--- src/rtl/fetch_addr_gen_if.sv ---
// AXI4 read-address and read-data signals seen by the instruction-fetch address generator.
// The master side issues AR bursts and monitors R beats; the slave side is the memory plus Ibits.
interface fetch_addr_gen_if #(
  parameter int ADDR_W = 32
);
  logic              arvalid;
  logic              arready;
  logic [ADDR_W-1:0] araddr;
  logic [7:0]        arlen;
  logic [2:0]        arsize;
  logic [1:0]        arburst;
  logic              rvalid;
  logic              rready;
  logic              rlast;

  modport master (
    output arvalid, araddr, arlen, arsize, arburst,
    input  arready, rvalid, rready, rlast
  );

  modport slave (
    input  arvalid, araddr, arlen, arsize, arburst,
    output arready, rvalid, rready, rlast
  );
endinterface

--- src/rtl/fetch_addr_gen.sv ---
// Instruction-fetch address generator: one AXI4 INCR read burst outstanding at a time,
// tracks the address of the current R beat and drains stale beats after a jump redirect.
module fetch_addr_gen #(
  parameter int                ADDR_W    = 32,
  parameter int                BURST_LEN = 8,
  parameter logic [ADDR_W-1:0] RESET_PC  = '0
) (
  input  logic               clk,
  input  logic               rst,
  fetch_addr_gen_if.master   axi,
  input  logic               buf_full_i,
  input  logic               jump_i,
  input  logic [ADDR_W-1:0]  jump_target_i,
  output logic [ADDR_W-1:0]  fetch_pc_o,
  output logic               jump_wait_o,
  output logic               jump_accept_o
);

  typedef enum logic [1:0] {
    S_IDLE,
    S_ADDR,
    S_DATA,
    S_DRAIN
  } state_e;

  state_e            state_q, state_d;
  logic [ADDR_W-1:0] fetch_pc_q, fetch_pc_d;
  logic [ADDR_W-1:0] next_pc_q, next_pc_d;
  logic [ADDR_W-1:0] target_q, target_d;
  logic [ADDR_W-1:0] araddr_q, araddr_d;
  logic [7:0]        arlen_q, arlen_d;
  logic              pend_jump_q, pend_jump_d;
  logic              accept_q, accept_d;

  logic              beat;
  logic [ADDR_W-1:0] jump_tgt;
  logic [12:0]       words_to_4k;
  logic [12:0]       burst_words;
  logic [7:0]        arlen_calc;

  assign beat     = axi.rvalid & axi.rready;
  assign jump_tgt = jump_target_i & ~ADDR_W'(3);

  // Burst length is clipped so a burst never crosses a 4 KB boundary.
  always_comb begin
    words_to_4k = (13'd4096 - {1'b0, next_pc_q[11:0]}) >> 2;
    burst_words = (words_to_4k < 13'(BURST_LEN)) ? words_to_4k : 13'(BURST_LEN);
    arlen_calc  = 8'(burst_words - 13'd1);
  end

  always_comb begin
    // NOTE: every next-state signal takes its hold value first so no path leaves it unassigned (no latches).
    state_d     = state_q;
    fetch_pc_d  = fetch_pc_q;
    next_pc_d   = next_pc_q;
    target_d    = target_q;
    araddr_d    = araddr_q;
    arlen_d     = arlen_q;
    pend_jump_d = pend_jump_q;
    accept_d    = 1'b0;

    unique case (state_q)
      S_IDLE: begin
        if (jump_i) begin
          next_pc_d = jump_tgt;
          accept_d  = 1'b1;
        end else if (!buf_full_i) begin
          araddr_d = next_pc_q;
          arlen_d  = arlen_calc;
          state_d  = S_ADDR;
        end
      end
      S_ADDR: begin
        if (jump_i) begin
          target_d    = jump_tgt;
          pend_jump_d = 1'b1;
        end
        // The AR is never withdrawn; a jump here only decides where the beats go.
        if (axi.arready) begin
          fetch_pc_d  = araddr_q;
          pend_jump_d = 1'b0;
          state_d     = (pend_jump_q || jump_i) ? S_DRAIN : S_DATA;
        end
      end
      S_DATA: begin
        if (beat) fetch_pc_d = fetch_pc_q + ADDR_W'(4);
        if (jump_i) begin
          target_d = jump_tgt;
          if (beat && axi.rlast) begin
            next_pc_d = jump_tgt;
            accept_d  = 1'b1;
            state_d   = S_IDLE;
          end else begin
            state_d = S_DRAIN;
          end
        end else if (beat && axi.rlast) begin
          next_pc_d = fetch_pc_q + ADDR_W'(4);
          state_d   = S_IDLE;
        end
      end
      S_DRAIN: begin
        if (jump_i) target_d = jump_tgt;
        if (beat) begin
          fetch_pc_d = fetch_pc_q + ADDR_W'(4);
          if (axi.rlast) begin
            next_pc_d = jump_i ? jump_tgt : target_q;
            accept_d  = 1'b1;
            state_d   = S_IDLE;
          end
        end
      end
      default: state_d = S_IDLE;
    endcase
  end

  // NOTE: state registers use non-blocking assignments so all flops update together at the edge.
  always_ff @(posedge clk) begin
    if (rst) begin
      state_q     <= S_IDLE;
      fetch_pc_q  <= RESET_PC;
      next_pc_q   <= RESET_PC;
      target_q    <= RESET_PC;
      araddr_q    <= RESET_PC;
      arlen_q     <= '0;
      pend_jump_q <= 1'b0;
      accept_q    <= 1'b0;
    end else begin
      state_q     <= state_d;
      fetch_pc_q  <= fetch_pc_d;
      next_pc_q   <= next_pc_d;
      target_q    <= target_d;
      araddr_q    <= araddr_d;
      arlen_q     <= arlen_d;
      pend_jump_q <= pend_jump_d;
      accept_q    <= accept_d;
    end
  end

  assign axi.arvalid   = (state_q == S_ADDR);
  assign axi.araddr    = araddr_q;
  assign axi.arlen     = arlen_q;
  assign axi.arsize    = 3'b010;
  assign axi.arburst   = 2'b01;
  assign fetch_pc_o    = fetch_pc_q;
  assign jump_wait_o   = (state_q == S_DRAIN) || pend_jump_q;
  assign jump_accept_o = accept_q;

endmodule

--- src/flat_wrapper.sv ---
// flat-port wrapper written by rule: the top's interface ports become plain ports
module fetch_addr_gen_flat 
#(
  parameter int                ADDR_W    = 32,
  parameter int                BURST_LEN = 8,
  parameter logic [ADDR_W-1:0] RESET_PC  = '0
)
  (clk, rst, buf_full_i, jump_i, jump_target_i, fetch_pc_o, jump_wait_o, jump_accept_o, axi_arvalid, axi_araddr, axi_arlen, axi_arsize, axi_arburst, axi_arready, axi_rvalid, axi_rready, axi_rlast);
  fetch_addr_gen_if #(.ADDR_W(ADDR_W)) axi_i ();
  input  logic clk;
  input  logic rst;
  input  logic buf_full_i;
  input  logic jump_i;
  input  logic [ADDR_W-1:0] jump_target_i;
  output logic [ADDR_W-1:0] fetch_pc_o;
  output logic jump_wait_o;
  output logic jump_accept_o;
  output wire logic [$bits(axi_i.arvalid)-1:0] axi_arvalid;
  output wire logic [$bits(axi_i.araddr)-1:0] axi_araddr;
  output wire logic [$bits(axi_i.arlen)-1:0] axi_arlen;
  output wire logic [$bits(axi_i.arsize)-1:0] axi_arsize;
  output wire logic [$bits(axi_i.arburst)-1:0] axi_arburst;
  input wire logic [$bits(axi_i.arready)-1:0] axi_arready;
  input wire logic [$bits(axi_i.rvalid)-1:0] axi_rvalid;
  input wire logic [$bits(axi_i.rready)-1:0] axi_rready;
  input wire logic [$bits(axi_i.rlast)-1:0] axi_rlast;
  assign axi_arvalid = axi_i.arvalid;
  assign axi_araddr = axi_i.araddr;
  assign axi_arlen = axi_i.arlen;
  assign axi_arsize = axi_i.arsize;
  assign axi_arburst = axi_i.arburst;
  assign axi_i.arready = axi_arready;
  assign axi_i.rvalid = axi_rvalid;
  assign axi_i.rready = axi_rready;
  assign axi_i.rlast = axi_rlast;
  fetch_addr_gen #(.ADDR_W(ADDR_W), .BURST_LEN(BURST_LEN), .RESET_PC(RESET_PC)) u_core (.clk(clk), .rst(rst), .axi(axi_i), .buf_full_i(buf_full_i), .jump_i(jump_i), .jump_target_i(jump_target_i), .fetch_pc_o(fetch_pc_o), .jump_wait_o(jump_wait_o), .jump_accept_o(jump_accept_o));
endmodule
--- config.mk ---
export PLATFORM = sky130hd
export DESIGN_NAME = fetch_addr_gen_flat
export DESIGN_NICKNAME = d
export VERILOG_FILES = /design/src/rtl/fetch_addr_gen_if.sv /design/src/rtl/fetch_addr_gen.sv /design/src/flat_wrapper.sv
export SDC_FILE = /design/constraint.sdc
export NUM_CORES = 1
export LEC_CHECK = 0
export CAP_MARGIN = 20
export CORE_MARGIN = 2
export CORE_UTILIZATION = 43
export CTS_CLUSTER_DIAMETER = 80
export DETAILED_ROUTE_END_ITERATION = 8
export MAX_ROUTING_LAYER = met4
export PLACE_DENSITY = 0.7
export SETUP_SLACK_MARGIN = 0.05
export SYNTH_ARGS = -nofsm -noshare
export SYNTH_HDL_FRONTEND = slang
export SYNTH_SLANG_ARGS = --single-unit
--- constraint.sdc ---
create_clock -name clk -period 1.91 [get_ports clk]
set_input_delay 0.191 -clock clk [delete_from_list [all_inputs] [get_ports clk]]
set_output_delay 0.191 -clock clk [all_outputs]
set_load 0.02 [all_outputs]
Yosys cells after proc, flatten, opt, wreduce, memory -nomap -nowiden
Cells that the tools add are included.
{ "op_classes": {"addsub": 3, "eq_ne": 12, "n_reduce_logical": 14, "bitwise_logic": 3, "n_lt_le_gt_ge": 1, "muxes": 30} }
{ "ops": {"columns": ["op", "count"], "rows": [
  ["32-bit two-way mux", 9],
  ["32-bit case mux with 3 select lines", 1],
  ["32-bit case mux with 2 select lines", 1],
  ["32-bit by 3-bit adder with 32-bit output, second input constant", 1],
  ["2-bit two-way mux", 8],
  ["13-bit by 12-bit subtractor with 13-bit output, first input constant", 1],
  ["11-bit by 4-bit less-than comparator with 1-bit output, second input constant", 1],
  ["1-bit two-way mux", 8],
  ["8-bit two-way mux", 1],
  ["2-bit by 1-bit inequality test with 1-bit output, second input constant", 4],
  ["2-bit inequality test, second input constant", 4],
  ["2-bit case mux with 4 select lines", 1],
  ["8-bit by 1-bit subtractor with 8-bit output, second input constant", 1],
  ["3-bit AND reduction", 2],
  ["6-bit AND reduction", 1],
  ["5-bit AND reduction", 1],
  ["2-bit equality test, second input constant", 2],
  ["2-bit nonzero test", 2],
  ["3-bit by 2-bit inequality test with 1-bit output, second input constant", 1],
  ["1-bit case mux with 3 select lines", 1],
  ["3-bit nonzero test", 1],
  ["3-bit OR reduction", 1],
  ["2-bit by 1-bit equality test with 1-bit output, second input constant", 1],
  ["2-bit logical NOT", 1],
  ["other kinds (6)", 8]
]} }
{ "totals": {"word_cells": 71, "output_inout_bits": 80, "regBits": 140, "inputBits": 40} }

Logic depth before layout (Yosys ltp)
{ "logic_depth": {"depth_word": 5, "mapped_depth": 8, "ltp_nobuf": 7} }

Worst setup path after synthesis
No wires, ideal clock.
{ "synth_path": {"kind": "reg-to-reg", "from": "register u_core.fetch_pc_q[6], in the netlist u_core.fetch_pc_o[6]", "to": "register u_core.fetch_pc_q[31], in the netlist u_core.fetch_pc_o[31]", "path_buffers": 1, "t_arrival_ns": 2.183, "setup_ns": 0.074, "stages_incl_launch_ff": 8, "slack_ns": -0.347, "period_less_slack_ns": 2.257, "required_time_ns": 1.836, "cell_sequence": "dfxtp_1 -> clkbuf_2 -> and4_1 -> nand3_2 -> nor3_4 -> or3b_4 -> or4_1 -> a31oi_1"} }
{ "synth_via": {"elab_chain_cells": 3} }
{ "synth_rtl": {"columns": ["element", "line", "rtl"], "rows": [
  ["from (decl)", "fetch_addr_gen.sv:27", "logic [ADDR_W-1:0] fetch_pc_q, fetch_pc_d;"],
  ["from (signal assigned)", "fetch_addr_gen.sv:129", "fetch_pc_q <= fetch_pc_d;"],
  ["32-bit by 3-bit adder with 32-bit output", "fetch_addr_gen.sv:86, fetch_addr_gen.sv:104", null],
  ["32-bit two-way mux", "fetch_addr_gen.sv:86, fetch_addr_gen.sv:103", null],
  ["32-bit case mux with 2 select lines", "fetch_addr_gen.sv:62", "unique case (state_q)"]
]} }
No other way between the ends. The select of a mux whose other input is x is not followed.
A chain may end at the register's enable or synchronous reset.

Worst setup path after layout
{ "layout_path": {"from": "register u_core.fetch_pc_q[11], in the netlist u_core.fetch_pc_o[11]", "to": "register u_core.fetch_pc_q[31], in the netlist u_core.fetch_pc_o[31]"} }
The elaborated chain is that of the path after synthesis.

==> flow_summary.yaml <==
outcome:
  status: "finished with violations"
  violations: "setup timing"
cts:
  clockBufferDepth: 2
  cts_tree: "yes"
  numCtsBuffers: 17
  clkSlewWorstSetupHoldPaths_ps: 60
  clkLatencyLatePin_ps: 430
  h-tree-depth: 4
  cts_hold_buf: 0
  clock-sinks: 140
  root_buffer: "clkbuf_16"
routing:
  wl_per_cell_um: 17.5
  vias: 7778
  drc: 0
  drt-total-wl_um: 23800
  viasPerCell: 5.71
  drt_iter0_markers: 741
  dr.pass1.iters: 6
  final_antenna_net_count: 0
timing:
  rsz0062_at_grt: "yes"
  fin_ws_ps: -71.8
  finalClockSkew_ps: 9.92
  fmax_mhz: 505
  setup_violations: 10
  drv_slew: 0
  finalCritPeriodShare: 1.04
  hold_violations: 0
  period_needed_ps: 1980
yosys:
  ys_ff_latch: 140
  ys_async_sr_fraction: 0
  syn_inst: 957
  synth-compound-area-share: 0.227
  synthAdderAreaFrac: 0.00348
  synth-edff-count: 0
  synth_ff_type: "dfxtp_1"
  synthDominantCellAreaShare: 0.390
  avgSynthCellArea_um2: 7.51
  synth.largest_area_cell: "dfxtp_1"
  ys_seq_area_frac: 0.390
  synth_area_leaders: "dfxtp_1, nand2_1, a21oi_1, nor2_1, o21ai_0"
  synth_area_mm2: 0.00719
  yosysWarnings: 0
  synth_top_family_by_area: "simple AND/OR/NAND/NOR gates"
  synth_xor_area_frac: 0.0280
  synth_mux_area_frac: 0.0299
  synth_cell_type_count: 68
  synthSimpleGateAreaFrac: 0.261
placement:
  io_buffers: 112
  place_area_mm2: 0.00920
  post-dp-hpwl_um: 16700
  dp.cells: 1320
  routabilityCongestion: 0.895
global_routing:
  track_usage: 0.266
  grt_max_degree: 38
  overflow: 0
  grt_pass1_vias: 6790
  antenna_found_initial: 0
  grt_pass1_wl_um: 36400
floorplan:
  die_width_um: 133
  ioPinCount: 120
  start_util: 0.436
  die_area_mm2: 0.0178
  fp.dieH_um: 133
  core_mm2: 0.0165
  fp-row-count: 47
power_and_ir_drop:
  leakage_uw: 0.00387
  ir_drop_mv: 0.650
  powerDensity_mw_per_mm2: 781
setup_path:
  cp.required_ps: 2260
  critPathArrivalTime_ps: 2340
  crit_fanout: 5
  cp-end-kind: "flip-flop"
  critical_path_class: "reg -> reg"
  cp-start-kind: "flip-flop"
  r2r_slack_ps: -70
layout:
  area_delta_synth_final_pct: 42.6
  fin_nets: 1171
  antenna_cells: 0
  final_cells: 1362
  layout_common_cells: "nand2_1, dfxtp_1, nor2_1, a21oi_1, clkdlybuf4s50_1"
  drive_above_1_share: 0.221
  stdcell_area_mm2: 0.0102
  layout_commonest_cell: "nand2_1"
run:
  drv_cap: 0
worst_hold_path:
  hold_path.class: "in -> reg"
## cell families after synthesis
family,after synthesis
mux,20
xor+xnor,23
compound gates,261
other cells,2
flops,140
buf+inv,93
fa+ha+maj,2
simple gates,416
## stage by stage
stage,utilization,TNS (ps),setup WS [ps],total power [uW],hold WS [ps]
finish,0.622,-327,-71.8,8000,183
global route,0.622,-1050,-121,8270,186
CTS,0.609,-190,-74.8,7990,169
detailed placement,0.559,-4400,-276,4430,446
global placement,0.559,-3960,-257,4410,439
floorplan,-,-758,-154,3910,327
## path summary, 6_finish.rpt
| path | startpoint | cells after the start | endpoint |
|---|---|---|---|
| worst min register to register | u_core.next_pc_q[22]$_SDFFE_PP0P_ | 2 | u_core.axi.araddr[22]$_SDFFE_PP0P_ |
| worst max register to register | u_core.fetch_pc_o[11]$_SDFFE_PP0P_ | 6 | u_core.fetch_pc_o[31]$_SDFFE_PP0P_ |
| worst max-delay path | u_core.fetch_pc_o[11]$_SDFFE_PP0P_ | 6 | u_core.fetch_pc_o[31]$_SDFFE_PP0P_ |
| worst min-delay path | rst | 2 | u_core.axi.araddr[29]$_SDFFE_PP0P_ |
## Yosys cell counts, types with 12 or more instances
cell type	n
a21oi_1	110
nor2_1	124
a222oi_1	17
nand3_1	19
xnor2_1	14
dfxtp_1	140
mux2_2	12
clkbuf_1	55
nand2_1	182
o21ai_0	54
nor3_1	21
a211oi_1	21
## cell type report
cell class                 count  area, um2
fill                        1414       6220
multi-input combinational    728       4350
sequential                   140       2840
timing repair buffer         230       2110
clock buffer                  19        443
tap                          220        275
clock inverter                13        189
inverter                      12       45.0
## metal layers
metal / routed length (um) / vias to the layer above / GRT usage
li1: - / 3716 / -
met1: 11200 / 3669 / 0.392
met2: 10200 / 356 / 0.368
met3: 1920 / 37 / 0.0419
met4: 429 / 0 / 0.0898
met5: 0 / - / -
## worst max-delay path, stage by stage, from the launching register on
cell and delay [ps]:
dfxtp_2 330, and4_4 280, nand3_4 130, nor3_4 210, or3b_4 420, or4_1 420
a31oi_1 130
## flip-flops by register name, indices dropped and copies added (netlist names)
register and count:
u_core.target_q 32, u_core.axi.araddr 32, u_core.fetch_pc_o 32, u_core.pend_jump_q 1
u_core.axi.arlen 8, u_core.jump_accept_o 1, u_core.state_q 2, u_core.next_pc_q 32
## power breakdown
group	internal [uW]	switching, uW
Clock	2230	1330
Combinational	544	719
Sequential	3060	113
## what timing repair did
item | 4_1_cts | 5_1_grt
gates resized for setup | 34 | 40
buffers inserted | 5 | 6
endpoints found under the hold margin | 0 | 0
pin swaps | 17 | 27
cloned | 1 | 0
endpoints found under the setup margin | 55 | 47
(Power assumes the default switching activity.)
